**src/rtl/alu_arbiter.sv**
```systemverilog
// Two-port round-robin arbiter in front of one shared W-bit ALU with a fixed result latency.
// Operands are registered onto the ALU; after LAT edges the results are captured and a done pulse is returned.
module alu_arbiter #(
    parameter int LAT = 1,
    parameter int W   = 16
) (
    input  logic         clk,
    input  logic         rst_n,
    input  logic [1:0]   req,
    input  logic [7:0]   op0,
    input  logic [7:0]   op1,
    input  logic [W-1:0] a0,
    input  logic [W-1:0] b0,
    input  logic [W-1:0] a1,
    input  logic [W-1:0] b1,
    input  logic [1:0]   cin,
    output logic [1:0]   gnt,
    output logic [1:0]   done,
    output logic         busy,
    output logic [W-1:0] res,
    output logic [W-1:0] res_c,
    output logic         res_cf,
    output logic         res_zf,
    output logic         res_of,
    output logic [W-1:0] alu_a,
    output logic [W-1:0] alu_b,
    output logic [7:0]   alu_op,
    output logic         alu_cf,
    input  logic [W-1:0] alu_acc,
    input  logic [W-1:0] alu_c,
    input  logic         alu_cflag,
    input  logic         alu_zflag,
    input  logic         alu_oflag
);

    typedef enum logic [1:0] {
        ST_IDLE = 2'd0,
        ST_WAIT = 2'd1,
        ST_DONE = 2'd2
    } state_t;

    localparam logic [3:0] LAT_C = 4'(LAT);

    state_t     state_r;
    logic [3:0] cnt_r;
    logic       last_r;
    logic       grant_s;
    logic       win_s;

    // Winner selection: a lone requester wins outright, a tie goes to the port not served last.
    always_comb begin
        grant_s = 1'b0;
        win_s   = 1'b0;
        case (req)
            2'b01: begin
                grant_s = 1'b1;
                win_s   = 1'b0;
            end
            2'b10: begin
                grant_s = 1'b1;
                win_s   = 1'b1;
            end
            2'b11: begin
                grant_s = 1'b1;
                win_s   = ~last_r;
            end
            default: begin
                grant_s = 1'b0;
                win_s   = 1'b0;
            end
        endcase
    end

    // Arbitration FSM: registered ALU drive, latency count, result capture and handshake outputs.
    always_ff @(posedge clk or negedge rst_n) begin
        if (!rst_n) begin
            state_r <= ST_IDLE;
            cnt_r   <= 4'd0;
            last_r  <= 1'b1;
            gnt     <= 2'b00;
            done    <= 2'b00;
            busy    <= 1'b0;
            res     <= '0;
            res_c   <= '0;
            res_cf  <= 1'b0;
            res_zf  <= 1'b0;
            res_of  <= 1'b0;
            alu_a   <= '0;
            alu_b   <= '0;
            alu_op  <= 8'h00;
            alu_cf  <= 1'b0;
        end else begin
            case (state_r)
                ST_IDLE: begin
                    if (grant_s) begin
                        gnt     <= win_s ? 2'b10 : 2'b01;
                        alu_a   <= win_s ? a1 : a0;
                        alu_b   <= win_s ? b1 : b0;
                        alu_op  <= win_s ? op1 : op0;
                        alu_cf  <= cin[win_s];
                        last_r  <= win_s;
                        cnt_r   <= LAT_C;
                        busy    <= 1'b1;
                        state_r <= ST_WAIT;
                    end
                end
                ST_WAIT: begin
                    cnt_r <= cnt_r - 4'd1;
                    if (cnt_r == 4'd1) begin
                        res     <= alu_acc;
                        res_c   <= alu_c;
                        res_cf  <= alu_cflag;
                        res_zf  <= alu_zflag;
                        res_of  <= alu_oflag;
                        done    <= gnt;
                        state_r <= ST_DONE;
                    end
                end
                // Dead cycle so the served requester can drop req before the next arbitration.
                ST_DONE: begin
                    done    <= 2'b00;
                    gnt     <= 2'b00;
                    busy    <= 1'b0;
                    state_r <= ST_IDLE;
                end
                default: begin
                    done    <= 2'b00;
                    gnt     <= 2'b00;
                    busy    <= 1'b0;
                    cnt_r   <= 4'd0;
                    state_r <= ST_IDLE;
                end
            endcase
        end
    end

endmodule

```
**config.mk**
```make
export PLATFORM = sky130hd
export DESIGN_NAME = alu_arbiter
export DESIGN_NICKNAME = d
export VERILOG_FILES = /design/src/rtl/alu_arbiter.sv
export SDC_FILE = /design/constraint.sdc
export NUM_CORES = 1
export LEC_CHECK = 0
export CAP_MARGIN = 20
export CORE_ASPECT_RATIO = 1.2
export CORE_MARGIN = 1.5
export CORE_UTILIZATION = 39
export CTS_CLUSTER_SIZE = 25
export DETAILED_ROUTE_END_ITERATION = 10
export GPL_TIMING_DRIVEN = 0
export HOLD_SLACK_MARGIN = 0.06
export PLACE_DENSITY_LB_ADDON = 0.08
export SLEW_MARGIN = 20
export SYNTH_ARGS = -nofsm -noshare
export SYNTH_HDL_FRONTEND = slang
export SYNTH_SLANG_ARGS = --single-unit
```
**constraint.sdc**
```tcl
create_clock -name clk -period 2.2 [get_ports clk]
set_input_delay 0.66 -clock clk [delete_from_list [all_inputs] [get_ports clk]]
set_output_delay 0.66 -clock clk [all_outputs]
set_load 0.02 [all_outputs]
```
==> results.md <==
- Mapped Area: 3710 um2
- Die area: slightly above 10000 um2
- GPL Wtd Cong: a little under 0.8
- # resized after CTS: 0
- Cell variety after synth: 32
- Hold_buf cts: 0
- Critical path startpoint: req[1]
- Vias after detailed routing: 3113
- Static Leak: between 0.002 and 0.003 uW
- FILL cells: a little over 700
- Synth Area in Adders: less than 1%
- # IOs: a little over 200
- Number of synthesized register bits: between 80 and 90
- HPWL after DPL: about 8300 um
- Clk_lat worst skew: between 0.3 and 0.4 ns
- Largest family of logic cells by synthesized area: compound AO/OA/AOI/OAI gates
- Final Util: about two thirds
- Number of synthesized flops with an enable pin: 0
- Initial antenna violation count: 0
- 1st-iter DRT viols: ~120
- Worst Hold Class: input pin to asynchronous set/reset pin
- # Post-CTS Setup Buffers: 0
- Register clock-pin slew on the reported worst setup and hold paths: 0.08 ns
- GRT Util Overall: between 20% and 30%
- Syn Nets: a little under 400
- Crit path arrival time: ~2.4 ns
- Clock Root Buffer: clkbuf_8
- Max cap viols: 0
- Congestion Overflow GR: 0
- Share of cells above drive strength 1: 14.7%
- Power Total: 8850 uW
- Number of global-route vias before repair: around 3300
- Die width: ~90 um
- Fin. Hold Viols: 0
- Final nets: around 600
- Post-Syn Area per Cell: around 14 um2
- RSZ-0062 raised after global routing: no
- Post-DP Area: about 5900 um2
- Worst-margin pin slew: ~0.5 ns
- Final slew viol count: 0
- Design area: slightly above 6000 um2
- Site row count: 38
- Worst-path maximum fanout: 10
- Ys async rst share: between 90% and 100%
- Synth Area in Compound Gates: a little over an eighth
- RR Endpoint: res[1]$_DFFE_PN0P_
- Synthesized instance count: approximately 270
- WL per Instance: ~18 um
- Ant diodes: 0
- Worst r2r src: cnt_r[1]$_DFFE_PN0P_
- Max VDD drop: between 700 and 800 uV
- Clk buf depth: 2
- Final worst-path cycle share: 94.6%
- Peak Freq: 0.481 GHz
- WP data required: about 2.5 ns
- Starting Density: about two fifths
- Status: finished clean
- Rel. slew slack: 65.9%
- Area share of and/or/nand/nor cells after synthesis: under 10%
- DR vias/cell: slightly above 5
- Layout Skew: 0.0136 ns
- DRC: 0
- Post-synthesis sequential area ratio: around three fifths
- Number of routed nets with antenna violations: 0
- CTS sink cnt: between 80 and 90
- H-tree Lvls: 3
- Area delta synth->final: 64.3%
- Final setup vio count: 0
- First-pass iteration count of the detailed router: 4
- Crit path to: alu_b[2]$_DFFE_PN0P_
- Hold_ws: between 0.15 and 0.2 ns
- First-pass GRT wire length: around 17000 um
- Crit path time final: 2.08 ns
- Post-synthesis mux area share: about an eighth
- Reg area: ~2200 um2
- CTS buffer count: 9
- Routed wire length: 10900 um
- Multi-input logic area: about 1300 um2
- Setup crit start kind: input pin
- YS warnings: 0
- CTS tree: yes
- Largest net degree at the start of global routing: between 50 and 60
- Synth Area in XOR/XNOR: less than 1%
- Type of the worst setup path: input pin to flip-flop
- Port bufs: 201
- Worst reg2reg setup slack: 0.42 ns
- FF-to-FF path depth: 6
- Core Box Area: between 9000 and 10000 um2
- Worst setup EP type: flip-flop
- DIE HEIGHT: approximately 110 um
- Prevailing post-synth register cell: dfrtp_1
- Power per Cell Area: between 1000 and 1500 nW/um2
-- critical path, stage by stage --
cell	delay (ns)
clkdlybuf4s50_1	0.51
a21boi_1	0.47
clkbuf_1	0.36
and3_1	0.25
a221o_1	0.13
-- state kept, by name, indices dropped and copies added, names as in the netlist --
| name | cells |
|---|---|
| gnt | 2 |
| busy | 1 |
| cnt_r | 4 |
| alu_cf | 1 |
| state_r | 2 |
| res_of | 1 |
| alu_op | 8 |
| done | 2 |
| res_zf | 1 |
| last_r | 1 |
| res_cf | 1 |
| res_c | 16 |
| alu_a | 16 |
| res | 16 |
| alu_b | 16 |
-- report_power, final --
group	switching, uW	internal (uW)	total, uW
sequential	449	2440	2890
clock	592	522	1110
combinational	2300	2550	4850
total	3340	5510	8850
-- worst min-delay path by stage --
stage,endpoint
after floorplan,alu_a[0]$_DFFE_PN0P_
after global placement,busy$_DFFE_PN0P_
after detailed placement,busy$_DFFE_PN0P_
after CTS,cnt_r[2]$_DFFE_PN0P_
after global routing,alu_op[3]$_DFFE_PN0P_
final,alu_op[3]$_DFFE_PN0P_
-- kinds of logic (layout without fill, tap and decap cells) --
kind of cell / count (synthesis) / count (layout)
flip-flops: 88 / 88
AO/OA/AOI/OAI: 59 / 59
adder cells (fa/ha/maj): 2 / 2
XOR/XNOR: 2 / 2
buffers and inverters: 27 / 245
AND/OR/NAND/NOR: 52 / 52
multiplexers: 41 / 41
-- cell usage after synthesis, types with 3 or more instances --
cell | n | area, um2
dfrtp_1 | 87 | 2180
clkbuf_1 | 9 | 33.8
o21ai_0 | 4 | 20.0
o2bb2ai_1 | 3 | 26.3
buf_6 | 8 | 90.1
inv_1 | 6 | 22.5
and3_1 | 38 | 238
mux2_2 | 35 | 394
a21oi_1 | 11 | 55.1
mux2i_1 | 6 | 60.1
a221o_1 | 37 | 370
-- stage by stage --
step	instances	setup TNS [ns]	setup slack [ns]
after floorplan	271	0	0.562
after global placement	592	-258.53	-2.88
after detailed placement	593	-6.81	-0.244
after CTS	609	0	0.137
after global routing	609	0	0.0290
final	609	0	0.120
-- cell type report --
| cell class | count | share of cell area, % |
|---|---|---|
| timing repair buffer | 202 | 33.4 |
| sequential | 88 | 36.1 |
| inverter | 6 | 0.369 |
| clock buffer | 9 | 2.03 |
| buffer | 21 | 2.46 |
| clock inverter | 7 | 1.19 |
| multi-input combinational | 156 | 21.9 |
| tap | 120 | 2.46 |
-- placed cells by master, fill, tap and decap left out, types with 2 or more instances in the layout --
cell type,n
clkdlybuf4s50_1,200
dfrtp_1,87
and3_1,38
a221o_1,37
mux2_2,35
a21oi_1,11
buf_6,9
clkbuf_8,9
clkbuf_1,8
inv_1,6
mux2i_1,6
clkinvlp_4,5
o21ai_0,4
o2bb2ai_1,3
buf_4,2
nand2b_1,2
buf_2,2
xnor2_1,2
nor2_1,2
ha_1,2
-- routing by layer --
layer / wire (um) / vias to the layer above / GRT usage (%) / part of all wire (%)
met5: 0 / - / 0 / 0
met3: 721 / 18 / 5.33 / 6.6
met4: 211 / 0 / 8.35 / 1.9
li1: - / 1453 / - / -
met2: 5720 / 118 / 38.8 / 52
met1: 4270 / 1524 / 25.2 / 39
No activity file was read; power rests on OpenSTA's default activity.
